==> src/rtl/bus_pkg.sv <==
// Shared definitions for the single-master handshake bus: state encoding,
// transfer direction codes and default widths.
package bus_pkg;

  localparam int AW_DEF = 8;
  localparam int DW_DEF = 8;

  localparam logic BUS_RD = 1'b1;
  localparam logic BUS_WR = 1'b0;

  typedef enum logic [1:0] {
    ST_IDLE  = 2'd0,
    ST_GRANT = 2'd1,
    ST_WAIT  = 2'd2,
    ST_ACK   = 2'd3
  } bus_state_e;

endpackage

==> src/rtl/bus_ram.sv <==
// Single-port word memory: synchronous write, registered read.
// Contents are deliberately left out of reset; only the read register clears.
module bus_ram #(
  parameter int AW    = 8,
  parameter int DW    = 8,
  parameter int DEPTH = 200
) (
  input  logic          clk,
  input  logic          rst,
  input  logic          we,
  input  logic          re,
  input  logic [AW-1:0] addr,
  input  logic [DW-1:0] wdata,
  output logic [DW-1:0] rdata
);

  logic [DW-1:0] mem_r [DEPTH];
  logic [DW-1:0] rdata_r;

  // write port
  always_ff @(posedge clk) begin
    if (we) begin
      mem_r[addr] <= wdata;
    end
  end

  // registered read port
  always_ff @(posedge clk) begin
    if (rst) begin
      rdata_r <= {DW{1'b0}};
    end else if (re) begin
      rdata_r <= mem_r[addr];
    end
  end

  assign rdata = rdata_r;

endmodule

==> src/rtl/bus_responder.sv <==
// Target side of the single-master handshake bus: grants the bus, accepts one
// strobed transfer at a time, waits WAIT cycles, commits to bus_ram and acks.
module bus_responder
  import bus_pkg::*;
#(
  parameter int AW    = AW_DEF,
  parameter int DW    = DW_DEF,
  parameter int DEPTH = 200,
  parameter int WAIT  = 2
) (
  input  logic          clk,
  input  logic          rst,
  input  logic          mreq,
  output logic          mgrnt,
  input  logic          mas,
  input  logic          mrw,
  input  logic [AW-1:0] maddr,
  input  logic [DW-1:0] mwdata,
  output logic [DW-1:0] mrdata,
  output logic          mrdy,
  output logic          merr
);

  localparam logic [AW:0] DEPTH_LIM = (AW+1)'(DEPTH);
  localparam logic [3:0]  WAIT_LD   = 4'(WAIT);

  bus_state_e    state_r;
  bus_state_e    state_s;
  logic [3:0]    cnt_r;
  logic          rw_r;
  logic [AW-1:0] addr_r;
  logic [DW-1:0] wdata_r;
  logic          oor_r;
  logic          mgrnt_r;
  logic          mrdy_r;
  logic          merr_r;
  logic [DW-1:0] mrdata_r;

  logic          acc_rw_s;
  logic [AW-1:0] acc_addr_s;
  logic [DW-1:0] acc_wdata_s;
  logic          inrange_s;
  logic          commit_s;
  logic          ram_we_s;
  logic          ram_re_s;
  logic [DW-1:0] ram_rdata_s;

  // next-state decode; a strobe in GRANT wins over a simultaneous mreq drop
  always_comb begin
    state_s = state_r;
    case (state_r)
      ST_IDLE: begin
        if (mreq) state_s = ST_GRANT;
        else      state_s = ST_IDLE;
      end
      ST_GRANT: begin
        if (mas) begin
          if (WAIT_LD == 4'd0) state_s = ST_ACK;
          else                 state_s = ST_WAIT;
        end else if (!mreq) begin
          state_s = ST_IDLE;
        end else begin
          state_s = ST_GRANT;
        end
      end
      ST_WAIT: begin
        if (cnt_r <= 4'd1) state_s = ST_ACK;
        else               state_s = ST_WAIT;
      end
      ST_ACK: begin
        if (mreq) state_s = ST_GRANT;
        else      state_s = ST_IDLE;
      end
      default: state_s = ST_IDLE;
    endcase
  end

  // with WAIT=0 the commit edge is the strobe edge itself, so bypass the latches
  always_comb begin
    if (state_r == ST_GRANT) begin
      acc_rw_s    = mrw;
      acc_addr_s  = maddr;
      acc_wdata_s = mwdata;
    end else begin
      acc_rw_s    = rw_r;
      acc_addr_s  = addr_r;
      acc_wdata_s = wdata_r;
    end
    inrange_s = ({1'b0, acc_addr_s} < DEPTH_LIM);
    commit_s  = (state_s == ST_ACK) && (state_r != ST_ACK) && !rst;
    ram_we_s  = commit_s && inrange_s && (acc_rw_s == BUS_WR);
    ram_re_s  = commit_s && inrange_s && (acc_rw_s == BUS_RD);
  end

  bus_ram #(
    .AW    (AW),
    .DW    (DW),
    .DEPTH (DEPTH)
  ) u_ram (
    .clk   (clk),
    .rst   (rst),
    .we    (ram_we_s),
    .re    (ram_re_s),
    .addr  (acc_addr_s),
    .wdata (acc_wdata_s),
    .rdata (ram_rdata_s)
  );

  // state, wait counter and transfer latches
  always_ff @(posedge clk) begin
    if (rst) begin
      state_r <= ST_IDLE;
      cnt_r   <= 4'd0;
      rw_r    <= BUS_WR;
      addr_r  <= {AW{1'b0}};
      wdata_r <= {DW{1'b0}};
      oor_r   <= 1'b0;
    end else begin
      state_r <= state_s;
      if (state_r == ST_GRANT && mas) begin
        cnt_r   <= WAIT_LD;
        rw_r    <= mrw;
        addr_r  <= maddr;
        wdata_r <= mwdata;
      end else if (state_r == ST_WAIT && cnt_r != 4'd0) begin
        cnt_r <= cnt_r - 4'd1;
      end
      if (commit_s) begin
        oor_r <= !inrange_s;
      end
    end
  end

  // outputs are registered decodes of the current state, one cycle behind it
  always_ff @(posedge clk) begin
    if (rst) begin
      mgrnt_r  <= 1'b0;
      mrdy_r   <= 1'b0;
      merr_r   <= 1'b0;
      mrdata_r <= {DW{1'b0}};
    end else begin
      mgrnt_r <= (state_r != ST_IDLE);
      mrdy_r  <= (state_r == ST_ACK);
      merr_r  <= (state_r == ST_ACK) && oor_r;
      if (state_r == ST_ACK && rw_r == BUS_RD) begin
        mrdata_r <= oor_r ? {DW{1'b0}} : ram_rdata_s;
      end
    end
  end

  assign mgrnt  = mgrnt_r;
  assign mrdy   = mrdy_r;
  assign merr   = merr_r;
  assign mrdata = mrdata_r;

endmodule

==> config.mk <==
export PLATFORM = sky130hd
export DESIGN_NAME = bus_responder
export DESIGN_NICKNAME = d
export VERILOG_FILES = /design/src/rtl/bus_pkg.sv /design/src/rtl/bus_ram.sv /design/src/rtl/bus_responder.sv
export SDC_FILE = /design/constraint.sdc
export NUM_CORES = 2
export LEC_CHECK = 0
export CORE_MARGIN = 4
export CORE_UTILIZATION = 56
export CTS_BUF_LIST = sky130_fd_sc_hd__clkbuf_8
export CTS_CLUSTER_SIZE = 16
export DETAILED_ROUTE_END_ITERATION = 12
export MAX_ROUTING_LAYER = met4
export PLACE_DENSITY = 0.76
export SLEW_MARGIN = 20
export SYNTH_ARGS = -nofsm -noshare
export SYNTH_HDL_FRONTEND = slang
export SYNTH_SLANG_ARGS = --single-unit
==> constraint.sdc <==
create_clock -name clk -period 6.2 [get_ports clk]
set_clock_uncertainty 0.2 [all_clocks]
set_input_delay 1.24 -clock clk [delete_from_list [all_inputs] [get_ports clk]]
set_output_delay 1.24 -clock clk [all_outputs]
set_load 0.02 [all_outputs]
# Word-level counts from Yosys, hierarchy flattened
# Memory sizes are Yosys's and may differ from the RTL's. A register that Yosys moved wholly into a read port is not among the register bits.
# Cells that the tools add are included.
# word_totals
regBits	35
latchBits	0
ram_bits	1600
rom_bits	0
word_cells	50
mem_count	1
# memory_table
memory	words	width	read_ports	rd_ports_with_merged_regs	write_ports	line	source
u_ram.mem_r	200	8	1	1	1	bus_ram.sv:17	logic [DW-1:0] mem_r [DEPTH];
# op_classes
add_sub_neg	1
multipliers	0
div_mod_pow	0
magnitude_cmp	2
eq_ne	5
shift	0
mux	12
bitwise	1
n_reduce_logical	17
# ops
cell	n
two-way mux 8 bit	3
logical AND 1 bit	9
< comparator 8 bit (second input constant)	1
== test 2 bit (second input constant)	3
two-way mux 2 bit	3
case mux 2 bit (3 select lines)	1
two-way mux 1 bit	5
<= comparator 4 x 1 -> 1 bit (second input constant)	1
nonzero test 2 bit	2
nonzero test 4 bit	1
OR reduction 2 bit	2
subtractor 4 x 1 -> 4 bit (second input constant)	1
== test 2 x 1 -> 1 bit (second input constant)	1
zero test 1 bit	2
zero test 2 bit	1
inequality test 2 bit (second input constant)	1
NOT 1 bit	1

# Logic depth before layout (Yosys ltp)
# depth
depth_word	10
depth_mapped	15
ltp_nobuf	9

# By module
# Synthesis repeated with hierarchy kept, for this count alone.
# unflattened
hier_cells	3160
area_unflattened_um2	64063.9
# by_module_without_submodules
module	instances	cells_per_inst	area_each_um2	seq_area_each_um2
bus_ram	1	2972	62412.4	48206.2
bus_responder	1	188	1651.6	700.7

# Least setup slack after synthesis
# Ideal clock, no wire load.
# synth_path
path_type	input to register
start	in maddr[4]
end	mem u_ram.mem_r[71][0] (enable)
setup_time_ps	370
arrival_ps	3306
required_ps	5630
slack_ps	2324
path_stages	9
n_path_buf	3
path_cell_list	or3b_1 > buf_2 > and2_1 > o21ai_1 > nand3_1 > or3_1 > buf_2 > buf_2 > nor2_1
# synth_between
elab_chain_cells	6
# synth_rtl
element	line	source
from (decl)	bus_responder.sv:17	input logic [AW-1:0] maddr,
two-way mux 8 bit *	bus_responder.sv:80	if (state_r == ST_GRANT) begin
< comparator 8 bit	bus_responder.sv:89	inrange_s = ({1'b0, acc_addr_s} < DEPTH_LIM);
logical AND 1 bit (2 in series)	bus_responder.sv:91	ram_we_s = commit_s && inrange_s && (acc_rw_s == BUS_WR);
two-way mux 1 bit	bus_ram.sv:22	if (we) begin
two-way mux 1 bit (implied by the code)	bus_ram.sv:23	mem_r[addr] <= wdata;
to (decl)	bus_ram.sv:17	
# Every way passes the cells marked *; elsewhere a longest branch is shown, timed or not.

# Final worst setup path
# layout_path
start	reg state_r[1]
end	mem u_ram.mem_r[102][7] (enable)
# layout_between
elab_chain_cells	10
elab_cells_between_ends	18
classes_between	order compare: 1; eq/ne: 5; mux: 5; bitwise: 1; reduce/logical: 6
# layout_rtl
element	line	source
from (decl)	bus_responder.sv:27	bus_state_e state_r;
from (signal assigned)	bus_responder.sv:119	state_r <= state_s;
branches (longest 10 deep; another with < comparator 8 bit)	n/a	
# Parallel ways; which one is timed is not known.

==> results.yml <==
job:
  timing.max_cap.violations: 0
timing:
  setup_repair_after_global_routing_missed_its_margin: "false"
  finish_stage_setup_viols: 0
  finalCriticalPeriod_ns: 5.353
  timing.final.crit_share: 0.8633
  slew_headroom: 0.2387
  finalSetupTns_ns: 0
  hold_violations: 0
  worst-slew-pin-transition_ns: 1.140
  maxSlewViolCount: 0
  clock.fmax_mhz: 186.8
final_layout:
  multi_input_area_um2: 14520
  synthToLayoutAreaGrowth_pct: 11.83
  sequential_cell_area_um2: 48910
  most-common-layout-cells: "sky130_fd_sc_hd__edfxtp_1, sky130_fd_sc_hd__nand2_1, sky130_fd_sc_hd__mux4_2, sky130_fd_sc_hd__clkbuf_8, sky130_fd_sc_hd__nor2_1"
  fin_cells: 5492
  layout_commonest_cell: "sky130_fd_sc_hd__edfxtp_1"
  finalNetCount: 3815
  drive_above_1_share: 0.2091
  final.fill_count: 7577
  final_cell_area_um2: 72040
synthesis:
  postSynthAreaPerCell_um2: 18.44
  synth_enable_flop_cells: 1600
  synthDistinctLibCells: 64
  share_of_flip_flops_with_an_asynchronous_set_or_reset_after_synthesis: 0
  yosys_register_bits: 1643
  synth_cells: 3493
  synthesis.nets: 3521
  top_ff_cell_synth: "sky130_fd_sc_hd__edfxtp_1"
  ys.warnings.count: 0
  synth_area_um2: 64420
  synth.yosys.seq_area_share: 0.7592
setup_path:
  cp-end-kind: "register"
  crit_path_max_fanout: 34
  worstSetupPathType: "register to register"
  cp.required_ns: 6.52
  critPathLaunchType: "register"
  worst-endpoint-arrival_ns: 5.67
place:
  gpl_wtd_cong: 0.9065
  placedInstanceArea_um2: 67290
  placed_instances: 5021
  numPortBuffers: 31
  detailed_place_hpwl_um: 97970
clocking:
  h_tree_depth_reported_by_cts: 5
  holdBufCountCts: 0
  clock_sinks: 1643
  cts_setup_buffers: 0
  path_clk_slew_ns: 0.06
  cts-root-to-sink-buffers: 4
  clk_root_buffer_cell: "sky130_fd_sc_hd__clkbuf_8"
  ctsResizeCount: 0
  clock_insertion_delay_at_the_later_pin_of_the_skew_report_ns: 0.95
  cts_inserted_buffers: 275
  tritoncts: "yes"
floorplan:
  chip_width_um: 347.2
  die-area_um2: 120500
  die_h_um: 347.2
  top_level_ports: 32
  floorplan.rows: 124
  initial_utilization: 0.5634
  floorplan.core_area_um2: 114300
routing:
  vias_per_cell: 6.468
  wl_um: 161100
  remaining_drc_errors: 0
  route.detailed.wl_per_inst_um: 29.33
  firstDrtPassIters: 7
  postRouteAntennaNets: 0
  vias: 35520
  drt_iter0_markers: 5385
worst_hold_path:
  worstHoldPathType: "register to register"
global_routing:
  first_global_vias: 34910
  track_usage: 0.2752
  grt_first_pass_wirelength_um: 235900
  grt_remaining_overflow: 0
  pin_count_of_the_biggest_net_entering_global_routing: 158
  grt_antenna_before_repair: 7
power_and_ir_drop:
  finalPower_mw: 22.61
  ir_drop_mv: 0.2149
  power_leakage_nw: 24.99
  power_dens_cells_nw_per_um2: 313.9
status:
  status: "complete, no violations"
-- Yosys cell counts, types with 4 or more instances --
library cell / n / area (µm²)
sky130_fd_sc_hd__and4_1: 6 / 52.55
sky130_fd_sc_hd__buf_1: 6 / 22.52
sky130_fd_sc_hd__o41ai_1: 7 / 61.31
sky130_fd_sc_hd__ha_1: 7 / 87.58
sky130_fd_sc_hd__a32o_1: 8 / 80.08
sky130_fd_sc_hd__buf_4: 24 / 180.2
sky130_fd_sc_hd__and3_1: 5 / 31.28
sky130_fd_sc_hd__nor3b_1: 9 / 67.56
sky130_fd_sc_hd__nand4_1: 33 / 206.5
sky130_fd_sc_hd__o21ai_1: 4 / 20.02
sky130_fd_sc_hd__a32oi_1: 21 / 183.9
sky130_fd_sc_hd__a31oi_1: 19 / 118.9
sky130_fd_sc_hd__o21bai_1: 9 / 67.56
sky130_fd_sc_hd__and2_1: 10 / 62.56
sky130_fd_sc_hd__nand3b_1: 5 / 37.54
sky130_fd_sc_hd__o21a_1: 6 / 45.04
sky130_fd_sc_hd__a22oi_1: 104 / 780.8
sky130_fd_sc_hd__mux4_2: 281 / 6329
sky130_fd_sc_hd__nand2_1: 369 / 1385
sky130_fd_sc_hd__edfxtp_1: 1600 / 48050
sky130_fd_sc_hd__inv_1: 5 / 18.77
sky130_fd_sc_hd__nor3_1: 14 / 70.07
sky130_fd_sc_hd__o2111ai_1: 6 / 52.55
sky130_fd_sc_hd__nor2_1: 228 / 855.8
sky130_fd_sc_hd__buf_2: 83 / 415.4
sky130_fd_sc_hd__nand2b_1: 4 / 25.02
sky130_fd_sc_hd__o31ai_1: 7 / 52.55
sky130_fd_sc_hd__a21oi_1: 60 / 300.3
sky130_fd_sc_hd__clkbuf_1: 69 / 259.0
sky130_fd_sc_hd__mux2i_1: 178 / 1782
sky130_fd_sc_hd__o21ai_0: 10 / 50.05
sky130_fd_sc_hd__buf_6: 24 / 270.3
sky130_fd_sc_hd__mux2_2: 11 / 123.9
sky130_fd_sc_hd__nand3_1: 158 / 790.8
sky130_fd_sc_hd__dfxtp_1: 43 / 860.8
sky130_fd_sc_hd__a211oi_2: 11 / 137.6
-- stage by stage --
step / util / setup slack, ns / hold slack, ns
after global routing: 0.6301 / 0.6513 / 0.2974
after detailed placement: 0.5885 / 0.5172 / 0.2643
after CTS: 0.6297 / 1.014 / 0.2720
after global placement: 0.5884 / 0.5644 / 0.2546
final: 0.6301 / 0.8475 / 0.2689
after floorplan: - / 2.324 / 0.2338
-- metal layers --
layer  share of wire  global-route usage
met1            0.38              0.3864
met2            0.45              0.3844
met3            0.14             0.08818
met4           0.036             0.09722
met5               0                   -
-- power breakdown --
| group | internal (mW) | switching (mW) |
|---|---|---|
| Clock | 4.31 | 4.14 |
| Combinational | 0.597 | 1.23 |
| Sequential | 12.3 | 0.00755 |
-- state kept, by name, indices dropped and copies added (netlist names) --
name,flops
addr_r,8
wdata_r,8
merr,1
state_r,2
mgrnt,1
mrdata,8
mrdy,1
u_ram.mem_r,1600
cnt_r,4
u_ram.rdata,8
oor_r,1
rw_r,1
-- cell type report --
type                       instances  share of cell area
multi-input combinational       1636              0.2015
timing repair buffer             226             0.02761
tap                             1512             0.02626
clock buffer                     281             0.05368
sequential                      1643              0.6789
antenna                            5           0.0001737
inverter                           5           0.0002605
clock inverter                   184             0.01164
-- worst max-delay path, cell delays in order (launching register included) --
cell and delay (ns):
sky130_fd_sc_hd__dfxtp_1 0.32, sky130_fd_sc_hd__inv_1 0.08, sky130_fd_sc_hd__ha_2 0.87, sky130_fd_sc_hd__nand2_1 0.57, sky130_fd_sc_hd__a211o_1 0.51, sky130_fd_sc_hd__nor2_1 0.20, sky130_fd_sc_hd__nand3_1 0.32, sky130_fd_sc_hd__nor2_1 0.55
sky130_fd_sc_hd__nand2_1 0.57, sky130_fd_sc_hd__nor2_1 0.75
-- logic make-up (layout without fill, tap and decap cells) --
kind of cell / Yosys count / count (layout) / share of synthesized area
AOI/OAI and AO/OA: 293 / 293 / 0.03362
adders and majority gates: 7 / 7 / 0.001359
xor gates and xnor gates: 3 / 3 / 0.0004079
other: 0 / 5 / 0
muxes: 474 / 474 / 0.1290
and+or+nand+nor: 859 / 859 / 0.05766
DFF: 1643 / 1643 / 0.7592
buffers and inverters: 214 / 696 / 0.01880
-- final timing paths --
path / slack, ns / start / cells after the start / endpoint
worst max register to register: 0.85 / state_r[1] / 9 / u_ram.mem_r[102][7]
worst min register to register: 0.27 / wdata_r[0] / 2 / wdata_r[0]
worst max-delay path: 0.85 / state_r[1] / 9 / u_ram.mem_r[102][7]
worst min-delay path: 0.27 / wdata_r[0] / 2 / wdata_r[0]
(Power assumes the default switching activity.)
